<file path="config.mk">
export PLATFORM = sky130hd
export DESIGN_NAME = bist_signature_engine_flat
export DESIGN_NICKNAME = d
export VERILOG_FILES = /design/src/rtl/bist_pkg.sv /design/src/rtl/bist_signature_engine_if.sv /design/src/rtl/bist_signature_engine_cut_adder.sv /design/src/rtl/bist_signature_engine.sv /design/src/flat_wrapper.sv
export SDC_FILE = /design/constraint.sdc
export NUM_CORES = 1
export LEC_CHECK = 0
export ABC_CLOCK_PERIOD_IN_PS = 2350
export BUFFER_PORTS_ARGS = -buffer_cell sky130_fd_sc_hd__buf_4
export CORE_ASPECT_RATIO = 1.4
export CORE_MARGIN = 1
export CORE_UTILIZATION = 50
export CTS_CLUSTER_DIAMETER = 100
export DETAILED_ROUTE_END_ITERATION = 16
export PLACE_DENSITY_LB_ADDON = 0.1
export SLEW_MARGIN = 20
export SYNTH_ARGS = -nofsm -noshare
export SYNTH_HDL_FRONTEND = slang
export SYNTH_SLANG_ARGS = --single-unit
export TNS_END_PERCENT = 10
</file>
<file path="constraint.sdc">
create_clock -name clk -period 2.35 [get_ports clk]
set_input_delay 0.1175 -clock clk [delete_from_list [all_inputs] [get_ports clk]]
set_output_delay 0.1175 -clock clk [all_outputs]
set_load 0.02 [all_outputs]
</file>
<file path="src/rtl/bist_pkg.sv">
// Shared types and constants for the BIST signature engine: FSM states,
// LFSR/MISR feedback tap masks and the default LFSR seed.
package bist_pkg;

   typedef enum logic [1:0] {
      IDLE = 2'd0,
      LOAD = 2'd1,
      RUN  = 2'd2,
      DONE = 2'd3
   } bist_state_e;

   // x^8+x^6+x^5+x^4+1, shift-left Fibonacci: taps on bits 7,5,4,3.
   localparam logic [7:0] LFSR_TAP_MASK = 8'hB8;

   // x^10+x^3+1: feedback taken from bits 9 and 2.
   localparam logic [9:0] MISR_TAP_MASK = 10'h204;

   localparam logic [7:0] DEFAULT_SEED = 8'h01;

endpackage : bist_pkg

</file>
<file path="src/rtl/bist_signature_engine_if.sv">
// Tester-facing handshake and fault-control bundle of the BIST signature engine.
interface bist_signature_engine_if #(
   parameter int SIG_W = 10
);

   logic             valid;
   logic             fault_en;
   logic [2:0]       fault_bit;
   logic             fault_val;
   logic [SIG_W-1:0] Result;
   logic             Ready;

   // Tester side: requests a run, controls fault injection, observes the signature.
   modport master (
      output valid, fault_en, fault_bit, fault_val,
      input  Result, Ready
   );

   // Engine side.
   modport slave (
      input  valid, fault_en, fault_bit, fault_val,
      output Result, Ready
   );

endinterface : bist_signature_engine_if

</file>
<file path="src/rtl/bist_signature_engine_cut_adder.sv">
// Circuit under test: DATA_W-bit ripple-carry adder (no carry-in, carry kept)
// followed by a stuck-at fault-injection mux on the sum output.
module cut_adder #(
   parameter int DATA_W = 4
) (
   input  logic [DATA_W-1:0] a,
   input  logic [DATA_W-1:0] b,
   input  logic              fault_en,
   input  logic [2:0]        fault_bit,
   input  logic              fault_val,
   output logic [DATA_W:0]   sum
);

   logic [DATA_W:0] carry;
   logic [DATA_W:0] raw_sum;

   assign carry[0] = 1'b0;

   // Ripple chain of full adders; the final carry becomes the sum MSB.
   for (genvar i = 0; i < DATA_W; i++) begin : g_fa
      assign raw_sum[i]  = a[i] ^ b[i] ^ carry[i];
      assign carry[i+1]  = (a[i] & b[i]) | (carry[i] & (a[i] ^ b[i]));
   end
   assign raw_sum[DATA_W] = carry[DATA_W];

   // Override one sum bit with the stuck-at value; out-of-range indices leave the sum intact.
   // NOTE: every always_comb output gets a default first so no path leaves it unassigned (no latch).
   always_comb begin
      sum = raw_sum;
      if (fault_en && (int'(fault_bit) <= DATA_W)) begin
         sum[fault_bit] = fault_val;
      end
   end

endmodule : cut_adder

</file>
<file path="src/rtl/bist_signature_engine.sv">
// BIST signature engine: on a tester request, loads an LFSR, feeds PATTERNS
// operand pairs through the adder CUT, compacts each sum into a MISR and
// reports completion on Ready while Result carries the running signature.
module bist_signature_engine
   import bist_pkg::*;
#(
   parameter int                    DATA_W   = 4,
   parameter int                    SIG_W    = 10,
   parameter int                    PATTERNS = 255,
   parameter logic [2*DATA_W-1:0]   SEED     = DEFAULT_SEED
) (
   input  logic                      clk,
   input  logic                      rst,
   bist_signature_engine_if.slave    bus
);

   localparam int LFSR_W = 2 * DATA_W;
   localparam int CNT_W  = $clog2(PATTERNS + 1);

   bist_state_e       state_q, state_d;
   logic [LFSR_W-1:0] lfsr_q,  lfsr_d;
   logic [SIG_W-1:0]  misr_q,  misr_d;
   logic [CNT_W-1:0]  cnt_q,   cnt_d;

   logic [DATA_W:0]   cut_sum;
   logic              lfsr_fb;
   logic              misr_fb;

   // Operands come straight from the LFSR halves: A = upper, B = lower.
   cut_adder #(
      .DATA_W (DATA_W)
   ) u_cut (
      .a         (lfsr_q[LFSR_W-1:DATA_W]),
      .b         (lfsr_q[DATA_W-1:0]),
      .fault_en  (bus.fault_en),
      .fault_bit (bus.fault_bit),
      .fault_val (bus.fault_val),
      .sum       (cut_sum)
   );

   assign lfsr_fb = ^(lfsr_q & LFSR_W'(LFSR_TAP_MASK));
   assign misr_fb = ^(misr_q & SIG_W'(MISR_TAP_MASK));

   // Next-state logic: FSM sequencing plus LFSR/MISR/counter updates, which only move in RUN.
   always_comb begin
      state_d = state_q;
      lfsr_d  = lfsr_q;
      misr_d  = misr_q;
      cnt_d   = cnt_q;

      unique case (state_q)
         IDLE: begin
            if (bus.valid) state_d = LOAD;
         end
         LOAD: begin
            if (!bus.valid) begin
               state_d = IDLE;
            end else begin
               lfsr_d  = SEED;
               misr_d  = '0;
               cnt_d   = '0;
               state_d = RUN;
            end
         end
         RUN: begin
            if (!bus.valid) begin
               // Abort keeps the partial signature visible on Result.
               state_d = IDLE;
            end else begin
               misr_d = {misr_q[SIG_W-2:0], misr_fb} ^ SIG_W'(cut_sum);
               lfsr_d = {lfsr_q[LFSR_W-2:0], lfsr_fb};
               cnt_d  = cnt_q + CNT_W'(1);
               if (cnt_q == CNT_W'(PATTERNS - 1)) state_d = DONE;
            end
         end
         DONE: begin
            // Held until the tester releases valid; no automatic restart.
            if (!bus.valid) state_d = IDLE;
         end
         default: state_d = IDLE;
      endcase
   end

   // State registers with synchronous reset taking priority over everything.
   // NOTE: sequential state uses non-blocking assignments so all flops update from pre-edge values.
   always_ff @(posedge clk) begin
      if (rst) begin
         state_q <= IDLE;
         lfsr_q  <= SEED;
         misr_q  <= '0;
         cnt_q   <= '0;
      end else begin
         state_q <= state_d;
         lfsr_q  <= lfsr_d;
         misr_q  <= misr_d;
         cnt_q   <= cnt_d;
      end
   end

   assign bus.Result = misr_q;
   assign bus.Ready  = (state_q == DONE);

endmodule : bist_signature_engine
</file>
<file path="src/flat_wrapper.sv">
// flat-port wrapper written by rule: the top's interface ports become plain ports
module bist_signature_engine_flat import bist_pkg::*;
#(
   parameter int                    DATA_W   = 4,
   parameter int                    SIG_W    = 10,
   parameter int                    PATTERNS = 255,
   parameter logic [2*DATA_W-1:0]   SEED     = DEFAULT_SEED
)
  (clk, rst, bus_valid, bus_fault_en, bus_fault_bit, bus_fault_val, bus_Result, bus_Ready);
  bist_signature_engine_if #(.SIG_W(SIG_W)) bus_i ();
  input  logic clk;
  input  logic rst;
  input wire logic [$bits(bus_i.valid)-1:0] bus_valid;
  input wire logic [$bits(bus_i.fault_en)-1:0] bus_fault_en;
  input wire logic [$bits(bus_i.fault_bit)-1:0] bus_fault_bit;
  input wire logic [$bits(bus_i.fault_val)-1:0] bus_fault_val;
  output wire logic [$bits(bus_i.Result)-1:0] bus_Result;
  output wire logic [$bits(bus_i.Ready)-1:0] bus_Ready;
  assign bus_i.valid = bus_valid;
  assign bus_i.fault_en = bus_fault_en;
  assign bus_i.fault_bit = bus_fault_bit;
  assign bus_i.fault_val = bus_fault_val;
  assign bus_Result = bus_i.Result;
  assign bus_Ready = bus_i.Ready;
  bist_signature_engine #(.DATA_W(DATA_W), .SIG_W(SIG_W), .PATTERNS(PATTERNS), .SEED(SEED)) u_core (.clk(clk), .rst(rst), .bus(bus_i));
endmodule
</file>
Word level (Yosys, flattened, before mapping)
Cells that the tools add are included.
{ "word_totals": {"register_bits": 28, "in_bits": 8, "wordCells": 62} }
{ "classes": {"addsub": 1, "magnitude_cmp": 3, "n_eq_ne": 9, "n_mux": 19, "n_bitwise": 18, "n_reduce_logical": 8} }
{ "op_table": {"columns": ["operator", "count"], "rows": [
  ["2-to-1 mux 8 bit", 4],
  ["one-hot mux 8 bit (2 select lines)", 2],
  ["2-to-1 mux 10 bit", 2],
  ["one-hot mux 10 bit (2 select lines)", 1],
  ["2-to-1 mux 2 bit", 5],
  ["XOR reduction 10 bit", 1],
  ["XOR 10 x 5 -> 10 bit", 1],
  ["adder 8 x 1 -> 8 bit (second input constant)", 1],
  ["== test 8 bit (second input constant)", 1],
  ["inequality test 2 bit (second input constant)", 4],
  ["one-hot mux 2 bit (4 select lines)", 1],
  ["XOR reduction 8 bit", 1],
  ["AND 1 bit", 7],
  ["XOR 1 bit", 7],
  ["AND reduction 3 bit", 2],
  ["bitwise mux 5 bit", 1],
  ["2-to-1 mux 5 bit", 1],
  ["== test 2 bit (second input constant)", 2],
  ["less-than comparator 3 x 4 -> 1 bit (second input constant)", 1],
  ["demux 1 bit (select 3 bit)", 1],
  [">= comparator 3 x 1 -> 1 bit (second input constant)", 1],
  ["<= comparator 3 bit (second input constant)", 1],
  ["inequality test 3 x 2 -> 1 bit (second input constant)", 1],
  ["OR 1 bit", 3],
  ["other kinds (5)", 6]
]} }

Longest topological paths before layout
Gate-level depths: netlist of run 1.
{ "depth": {"depth_word": 12, "ltp_mapped": 8, "mapped_depth_nobuf": 8} }

Modules after synthesis
A second synthesis of run 1 with hierarchy kept.
{ "unflattened": {"cells_unflattened": 166, "area_unflattened_um2": 1473.9} }
{ "by_module_without_submodules": {"columns": ["module", "n_inst", "cells_each", "area_each_um2", "seq_area_each_um2"], "rows": [
  ["bist_signature_engine", 1, 148, 1263.7, 560.5],
  ["cut_adder", 1, 18, 210.2, 0.0]
]} }

Worst setup path before layout of run 1
OpenSTA, ideal clock, no wires.
{ "synth_path": {"path_kind": "flip-flop to flip-flop", "start": "register u_core.lfsr_q[4]", "end": "register u_core.misr_q[3] (netlist: u_core.bus.Result[3])", "arrival_ps": 2110, "required_ps": 2244, "slack_ps": 134, "path_stages_with_launch": 8, "path_buffers": 0, "period_less_slack_ps": 2216, "cell_sequence": "dfxtp_1 ha_1 inv_1 fa_1 fa_1 fa_1 mux2i_1 o311ai_0"} }
{ "synth_via": {"elab_chain_len": 11} }
{ "synth_lines": {"columns": ["element", "line", "text"], "rows": [
  ["start, declared", "bist_signature_engine.sv:21", "logic [LFSR_W-1:0] lfsr_q, lfsr_d;"],
  ["start signal, assigned", "bist_signature_engine.sv:94", "lfsr_q <= lfsr_d;"],
  ["AND 1 bit (*) (2 in a row)", "bist_signature_engine_cut_adder.sv:22", "assign carry[i+1] = (a[i] & b[i]) | (carry[i] & (a[i] ^ b[i]));"],
  ["OR 1 bit (*)", "bist_signature_engine_cut_adder.sv:22", null],
  ["AND 1 bit (*)", "bist_signature_engine_cut_adder.sv:22", null],
  ["OR 1 bit (*)", "bist_signature_engine_cut_adder.sv:22", null],
  ["XOR 1 bit (*)", "bist_signature_engine_cut_adder.sv:21", "assign raw_sum[i] = a[i] ^ b[i] ^ carry[i];"],
  ["bitwise mux 5 bit", "bist_signature_engine_cut_adder.sv:31", "sum[fault_bit] = fault_val;"],
  ["2-to-1 mux 5 bit (*)", "bist_signature_engine_cut_adder.sv:30", "if (fault_en && (int'(fault_bit) <= DATA_W)) begin"],
  ["XOR 10 x 5 -> 10 bit (*)", "bist_signature_engine.sv:70", "misr_d = {misr_q[SIG_W-2:0], misr_fb} ^ SIG_W'(cut_sum);"],
  ["2-to-1 mux 10 bit (*)", "bist_signature_engine.sv:66", "if (!bus.valid) begin"],
  ["one-hot mux 10 bit (2 select lines) (*)", "bist_signature_engine.sv:51", "unique case (state_q)"],
  ["end signal, assigned", "bist_signature_engine.sv:95", "misr_q <= misr_d;"],
  ["end, declared", "bist_signature_engine.sv:22", "logic [SIG_W-1:0] misr_q, misr_d;"]
]} }
Every way passes the cells marked *; elsewhere a longest branch is shown, timed or not. The select of a mux whose other input is x is not followed.
A chain may end at the register's enable or synchronous reset.

Worst setup path in the final report of run 1
Ends and elaborated chain as after synthesis.

==> impl_summary.log, run 1 <==
INFO  metric worst_hold_path_type = in -> reg
INFO  metric finalNonFillerCells = 210
INFO  metric grt_first_pass_wirelength = about 4500 um
INFO  metric maxCapViolations = 0
INFO  metric synth_edf_count = 0
INFO  metric ys_seq_area_frac = 0.390
INFO  metric max-vdd-ir-drop = 320 uV
INFO  metric hold-worst-slack = around 0.13 ns
INFO  metric route.detailed.vias_per_inst = 5.48
INFO  metric die_w = between 40 and 50 um
INFO  metric antenna_found_initial = 0
INFO  metric data_arrival_time_of_the_critical_path = between 2 and 3 ns
INFO  metric synth.top_cell.area_share = 0.390
INFO  metric layout.cells.most_common_list = 26 x sky130_fd_sc_hd__dfxtp_1, 24 x sky130_fd_sc_hd__nor2_1, 19 x sky130_fd_sc_hd__buf_4
INFO  metric p_total = 0.774 mW
INFO  metric finalWeightedCongestion = 0.777
INFO  metric cp_data_required_time = about 2.6 ns
INFO  metric layout.cells.most_common = sky130_fd_sc_hd__dfxtp_1
INFO  metric ys_warn_count = 0
INFO  metric clock_tree_root = sky130_fd_sc_hd__clkbuf_4
INFO  metric final_core_utilization = 0.610
INFO  metric top_area_cells_in_the_synthesized_netlist = sky130_fd_sc_hd__dfxtp_1 39%, sky130_fd_sc_hd__a22oi_1 6.3%, sky130_fd_sc_hd__nor2_1 6.3%
INFO  metric number_of_global_route_vias_before_repair = 1019
INFO  metric diodes = 0
INFO  metric powerDensity = approximately 480 mW/mm^2
INFO  metric cts_tree = yes
INFO  metric tritoncts_num_sinks = 28
INFO  metric top_level_ports = 19
INFO  metric setup_repair_after_global_routing_missed_its_margin = false
INFO  metric post-dp-hpwl = 2010 um
INFO  metric status = completed
INFO  metric worstPathMaxFanout = 4
INFO  metric critical_path.startpoint_type = flop
INFO  metric worst_pin_slew = between 0.4 and 0.5 ns
INFO  metric path_clk_slew = 0.15 ns
INFO  metric drv_slew = 0
INFO  metric fp.dieH = approximately 65 um
INFO  metric layout_min_cycle_time = between 2 and 2.5 ns
INFO  metric timing.slew.headroom = 0.667
INFO  metric syn2layout_area_growth = 13.2%
INFO  metric grt.total_usage = 0.200
INFO  metric period_share = 0.964
INFO  metric drtIter0Drc = 54
INFO  metric setup_viol = 0
INFO  metric tns = 0 ns
INFO  metric grt_start_max_net_pins = 30
INFO  metric cts_made_buffers = 3
INFO  metric synth.distinct_cells = 34
INFO  metric cts_max_level = 1
INFO  metric dieArea = between 0.003 and 0.004 mm^2
INFO  metric ys.flop_type = sky130_fd_sc_hd__dfxtp_1
INFO  metric dr.pass1.iters = 4
INFO  metric post-route-drc-count = 0
INFO  metric syn_avg_cell_area = 9.10 um^2
INFO  metric synth.net_count = ~170
INFO  metric overflow = 0
INFO  metric share_of_final_layout_standard_cells_stronger_than_drive_strength_1 = 0.178
INFO  metric report.final.hold_viol_count = 0
INFO  metric core-area = 0.00267 mm^2
INFO  metric rows = 22
INFO  metric io_buffer_count = 18
INFO  metric vias = about 1200
INFO  metric timing.clock.skew = 0.00485 ns
INFO  metric placed_cells = roughly 200
INFO  metric post_synth_instance_area = approximately 0.0014 mm^2
INFO  metric wire_per_inst = about 13 um
INFO  metric setup_cp_type = reg -> reg
INFO  metric library_cell_occupying_the_most_area_in_the_post_synthesis_netlist = sky130_fd_sc_hd__dfxtp_1
INFO  metric detail-route-antenna-nets = 0
INFO  metric worstSetupEndpointType = flop
INFO  metric insertion_delay = about 0.32 ns
INFO  metric static-leakage-power = between 0.5 and 0.6 nW
INFO  metric route.final.wire_length = about 2700 um
INFO  metric cts_buffer_depth = 2
INFO  metric achievable-frequency = 0.442 GHz
INFO  metric starting_density_of_the_core = 0.538
INFO  metric postSynthCellCount = about 160
INFO  metric async_reset_ff_frac = 0
INFO  metric ys_ff_latch = 28
INFO  metric finalNetCount = about 190
-- routing by layer --
layer,wire length [um],up-vias,track usage
li1,-,580,-
met1,1160,538,0.226
met2,1400,28,0.349
met3,97,5,0.0247
met4,44,0,0.0929
met5,0,-,0
-- final timing paths --
path	startpoint	to	slack, ns	cells past startpoint
max	u_core.lfsr_q[4]$_SDFFE_PP0P_	u_core.bus.Result[3]$_SDFFE_PP0P_	0.09	7
min reg2reg	u_core.lfsr_q[0]$_SDFFE_PP1P_	u_core.lfsr_q[1]$_SDFFE_PP0P_	0.53	2
max reg2reg	u_core.lfsr_q[4]$_SDFFE_PP0P_	u_core.bus.Result[3]$_SDFFE_PP0P_	0.09	7
min	bus_valid	u_core.state_q[1]$_SDFFE_PP0P_	0.13	3
-- flip-flops by register name, summed over array words and instances (netlist names) --
signal / count
u_core.bus.Result: 10
u_core.cnt_q: 8
u_core.lfsr_q: 8
u_core.state_q: 2
-- synthesized netlist by cell type, types with 3 or more instances --
| cell | count |
|---|---|
| sky130_fd_sc_hd__a21oi_1 | 4 |
| sky130_fd_sc_hd__a22oi_1 | 12 |
| sky130_fd_sc_hd__and2_1 | 3 |
| sky130_fd_sc_hd__and4bb_2 | 3 |
| sky130_fd_sc_hd__clkbuf_1 | 4 |
| sky130_fd_sc_hd__dfxtp_1 | 28 |
| sky130_fd_sc_hd__fa_1 | 3 |
| sky130_fd_sc_hd__ha_1 | 3 |
| sky130_fd_sc_hd__inv_1 | 10 |
| sky130_fd_sc_hd__mux2i_1 | 5 |
| sky130_fd_sc_hd__nand2_1 | 6 |
| sky130_fd_sc_hd__nand2b_1 | 5 |
| sky130_fd_sc_hd__nand4_1 | 4 |
| sky130_fd_sc_hd__nor2_1 | 24 |
| sky130_fd_sc_hd__nor3_1 | 6 |
| sky130_fd_sc_hd__o311ai_0 | 5 |
| sky130_fd_sc_hd__or2b_1 | 4 |
| sky130_fd_sc_hd__xnor2_1 | 4 |
| sky130_fd_sc_hd__xor2_1 | 6 |
-- cell families after synthesis --
| group | count (synthesis) | share of synthesized area |
|---|---|---|
| compound gates | 23 | 0.118 |
| mux | 5 | 0.0348 |
| buf+inv | 17 | 0.0513 |
| simple gates | 68 | 0.265 |
| flops | 28 | 0.390 |
| xor+xnor | 11 | 0.0722 |
| fa+ha+maj | 6 | 0.0679 |
-- cell type report --
cell class	count	area (um^2)
Timing Repair Buffer	19	143
Fill cell	254	1040
Inverter	10	37.5
Clock buffer	4	36.3
Tap cell	36	45.0
Multi-Input combinational cell	113	803
Sequential cell	28	563
-- critical path, cell delays in order, from the launching register on --
cell	delay, ns
sky130_fd_sc_hd__dfxtp_2	0.39
sky130_fd_sc_hd__ha_1	0.14
sky130_fd_sc_hd__inv_1	0.05
sky130_fd_sc_hd__fa_1	0.39
sky130_fd_sc_hd__fa_1	0.39
sky130_fd_sc_hd__fa_1	0.49
sky130_fd_sc_hd__mux2i_1	0.08
sky130_fd_sc_hd__o311ai_1	0.25
-- metrics by stage --
step,worst slack (ns),instance area [um^2]
2_1_floorplan,0.134,1440
3_3_place_gp,0.0797,1590
3_5_place_dp,0.0125,1590
4_1_cts,0.0311,1630
5_1_grt,0.00494,1630
6_report,0.0855,1630
-- timing repair --
| item | CTS | global route |
|---|---|---|
| buffers inserted | 0 | 0 |
| endpoints found under the setup margin | 1 | 1 |
| hold buffers | 0 | 0 |
| resized for setup | 1 | 2 |
-- where the power goes --
part           internal (mW)  switching (mW)
Sequential             0.478         0.00458
Combinational         0.0235          0.0358
Clock                 0.0948           0.137
Total                  0.597           0.178
No activity file was read; power rests on OpenSTA's default activity.
==> run 2: changes to the inputs <==
Settings changed: CELL_PAD_IN_SITES_DETAIL_PLACEMENT set to 1, CELL_PAD_IN_SITES_GLOBAL_PLACEMENT set to 1, CORE_UTILIZATION 50 to 38.
==> run 2 against run 1 <==
Net effect:
- highest routed layer unchanged
- clock-buffer cell count is 1 lower
- largest cell class unchanged
- maximum frequency is 5.2% higher
- utilization is 15 points lower
- register-to-register slack better by 0.11 ns
- hold slack better by 0.061 ns
==> impl_summary.log, run 2 (synthesis gave the netlist of run 1 again) <==
INFO  metric status = completed (unchanged)
INFO  metric die_w = 54.0 um (was 47.3 um)
INFO  metric regToRegEndpoint = u_core.bus.Result[3]$_SDFFE_PP0P_ (unchanged)
INFO  metric worst_r2r_path_depth = 7 (unchanged)
INFO  metric cp_data_required_time = 2.54 ns (was 2.60 ns)
INFO  metric dr.pass1.iters = 4 (unchanged)
INFO  metric hold_path_start = rst (was bus_valid)
INFO  metric fp.dieH = 74.8 um (was 65.4 um)
INFO  metric grt_start_max_net_pins = 30 (unchanged)
INFO  metric number_of_global_route_vias_before_repair = 1104 (was 1019)
INFO  metric diodes = 0 (unchanged)
INFO  metric rows = 26 (was 22)
INFO  metric reg2reg_setup_slack = 0.20 ns (was 0.09 ns)
INFO  metric grt.total_usage = 0.185 (was 0.200)
INFO  metric setup.worst_path.start = u_core.lfsr_q[4]$_SDFFE_PP0P_ (unchanged)
INFO  metric insertion_delay = 0.28 ns (was 0.32 ns)
INFO  metric postCtsHoldBufs = 0 (unchanged)
INFO  metric grtUsageMet2 = 0.329 (was 0.349)
INFO  metric starting_density_of_the_core = 0.395 (was 0.538)
INFO  metric max-vdd-ir-drop = 214 uV (was 320 uV)
INFO  metric largest_reg_flops = 10 (unchanged)
INFO  metric timing.critical_path.cells = ha_1 > inv_1 > fa_1 > fa_2 > fa_1 > mux2i_1 > o311ai_1 (was ha_1 > inv_1 > fa_1 > fa_1 > fa_1 > mux2i_1 > o311ai_1)
INFO  metric setup_repair_after_global_routing_missed_its_margin = false (unchanged)
INFO  metric grtUsageMet1 = 0.217 (was 0.226)
INFO  metric post-route-drc-count = 0 (unchanged)
INFO  metric overflow = 0 (unchanged)
INFO  metric finalNetCount = 190 (was 189)
INFO  metric hold_depth = 2 (was 3)
INFO  metric timing.clock.skew = 0.00560 ns (was 0.00485 ns)
INFO  metric tns = 0 ns (unchanged)
INFO  metric dieArea = 0.00404 mm^2 (was 0.00310 mm^2)
INFO  metric num-fill-cells = 441 (was 254)
INFO  metric globalRoute.busiestLayer = met2 (unchanged)
INFO  metric final_critical_path_setup_slack = 0.197 ns (was 0.0855 ns)
INFO  metric share_of_final_layout_standard_cells_stronger_than_drive_strength_1 = 0.183 (was 0.178)
INFO  metric antenna_found_initial = 0 (unchanged)
INFO  metric timing.critical_path.slowest_cell_delay = 0.48 ns (was 0.49 ns)
INFO  metric finalNonFillerCells = 217 (was 210)
INFO  metric placement.setup.worst_slack = 0.0358 ns (was 0.0125 ns)
INFO  metric layout.cells.most_common_list = 27 x sky130_fd_sc_hd__dfxtp_1, 24 x sky130_fd_sc_hd__nor2_1, 20 x sky130_fd_sc_hd__buf_4 (was 26 x sky130_fd_sc_hd__dfxtp_1, 24 x sky130_fd_sc_hd__nor2_1, 19 x sky130_fd_sc_hd__buf_4)
INFO  metric tritoncts_num_sinks = 28 (unchanged)
INFO  metric vias = 1178 (was 1151)
INFO  metric final_core_utilization = 0.461 (was 0.610)
INFO  metric core-area = 0.00364 mm^2 (was 0.00267 mm^2)
INFO  metric layout.cells.most_common = sky130_fd_sc_hd__dfxtp_1 (unchanged)
INFO  metric route.final.wire_length = 3300 um (was 2700 um)
INFO  metric startpoint_of_the_most_critical_register_to_register_path = u_core.lfsr_q[4]$_SDFFE_PP0P_ (unchanged)
INFO  metric critPathMostFrequentCell = sky130_fd_sc_hd__fa_1 (unchanged)
INFO  metric setup_viol = 0 (unchanged)
INFO  metric critical_path.startpoint_type = flop (unchanged)
INFO  metric io_buffer_count = 18 (unchanged)
INFO  metric drtIter0Drc = 17 (was 54)
INFO  metric syn2layout_area_growth = 16.8% (was 13.2%)
INFO  metric cts_max_level = 1 (unchanged)
INFO  metric worst_hold_path_type = in -> reg (unchanged)
INFO  metric powerDensity = 555 mW/mm^2 (was 476 mW/mm^2)
INFO  metric detail-route-antenna-nets = 0 (unchanged)
INFO  metric clock_tree_root = sky130_fd_sc_hd__clkbuf_8 (was sky130_fd_sc_hd__clkbuf_4)
INFO  metric cts_made_buffers = 3 (unchanged)
INFO  metric top_level_ports = 19 (unchanged)
INFO  metric period_share = 0.916 (was 0.964)
INFO  metric achievable-frequency = 0.465 GHz (was 0.442 GHz)
INFO  metric finalWeightedCongestion = 0.788 (was 0.777)
INFO  metric setup_cp_type = reg -> reg (unchanged)
INFO  metric cp_slowest_cell = sky130_fd_sc_hd__fa_1 (unchanged)
INFO  metric drv_slew = 0 (unchanged)
INFO  metric grt_first_pass_wirelength = 5370 um (was 4470 um)
INFO  metric post_cts_buffers = 0 (unchanged)
INFO  metric layout_min_cycle_time = 2.15 ns (was 2.26 ns)
INFO  metric placed_cells = 213 (was 206)
INFO  metric worst_pin_slew = 0.486 ns (was 0.497 ns)
INFO  metric worstSetupEndpointType = flop (unchanged)
INFO  metric maxCapViolations = 0 (unchanged)
INFO  metric cts_buffer_depth = 2 (unchanged)
INFO  metric timing.slew.headroom = 0.675 (was 0.667)
INFO  metric wire_per_inst = 15.2 um (was 12.9 um)
INFO  metric worstPathMaxFanout = 2 (was 4)
INFO  metric post_cts.resized_instances = 0 (was 1)
INFO  metric data_arrival_time_of_the_critical_path = 2.34 ns (was 2.51 ns)
INFO  metric post-dp-hpwl = 2390 um (was 2010 um)
INFO  metric static-leakage-power = 0.617 nW (was 0.596 nW)
INFO  metric path_clk_slew = 0.10 ns (was 0.15 ns)
INFO  metric route.detailed.vias_per_inst = 5.43 (was 5.48)
INFO  metric report.final.hold_viol_count = 0 (unchanged)
INFO  metric whs_endpoint = u_core.bus.Result[9]$_SDFFE_PP0P_ (was u_core.state_q[1]$_SDFFE_PP0P_)
INFO  metric groute.layer.met3.usage = 0.0202 (was 0.0247)
INFO  metric cts_tree = yes (unchanged)
[run 2: cell count changes in the layout (fill, tap and decap cells not counted)]
cell	previous run	this run
sky130_fd_sc_hd__fa_2	0	1
sky130_fd_sc_hd__bufinv_16	0	1
sky130_fd_sc_hd__clkbuf_4	3	0
sky130_fd_sc_hd__buf_4	19	20
sky130_fd_sc_hd__dfxtp_2	2	1
sky130_fd_sc_hd__fa_1	3	2
sky130_fd_sc_hd__clkbuf_8	1	3
sky130_fd_sc_hd__dfxtp_1	26	27
[run 2: how the worst max path moves through the flow]
stage	depth (start not counted)	end
finish	7	u_core.bus.Result[3]$_SDFFE_PP0P_
global route	7	u_core.bus.Result[3]$_SDFFE_PP0P_
CTS	7	u_core.bus.Result[3]$_SDFFE_PP0P_
detailed placement	7	u_core.bus.Result[3]$_SDFFE_PP0P_
global placement	7	u_core.bus.Result[3]$_SDFFE_PP0P_
floorplan	7	u_core.bus.Result[3]$_SDFFE_PP0P_
[run 2: report_power, final]
part / internal [mW] / switching (mW)
Clock: 0.228 / 0.159
Combinational: 0.0235 / 0.0386
Sequential: 0.478 / 0.00454
Total: 0.730 / 0.202
[run 2: final cells by class]
class                           count  area, um^2  area share
Multi-Input combinational cell    113         806       0.480
Sequential cell                    28         562       0.335
Timing Repair Buffer               20         150      0.0894
Tap cell                           42        52.6      0.0313
Clock buffer                        3        41.3      0.0246
Inverter                           10        37.5      0.0224
Clock inverter                      1        30.0      0.0179
[run 2: per-layer routing]
layer	share of wire	wire length, um
met5	0	0
met3	0.022	71
met2	0.53	1730
met1	0.43	1430
met4	0.020	65
[run 2: worst max-delay path, delay by kind of cell (launching register included)]
kind	cells	cell delay, ns
AOI/OAI and AO/OA	1	0.22
DFF	1	0.35
adders and majority gates	4	1.36
muxes	1	0.08
buffers and inverters	1	0.05
[run 2: through the flow]
stage	hold slack (ns)	area, um^2	power (mW)
detailed placement	0.489	1600	0.556
global placement	0.477	1600	0.553
finish	0.187	1680	0.931
floorplan	0.280	1440	0.534
CTS	0.182	1680	0.944
global route	0.201	1680	0.967
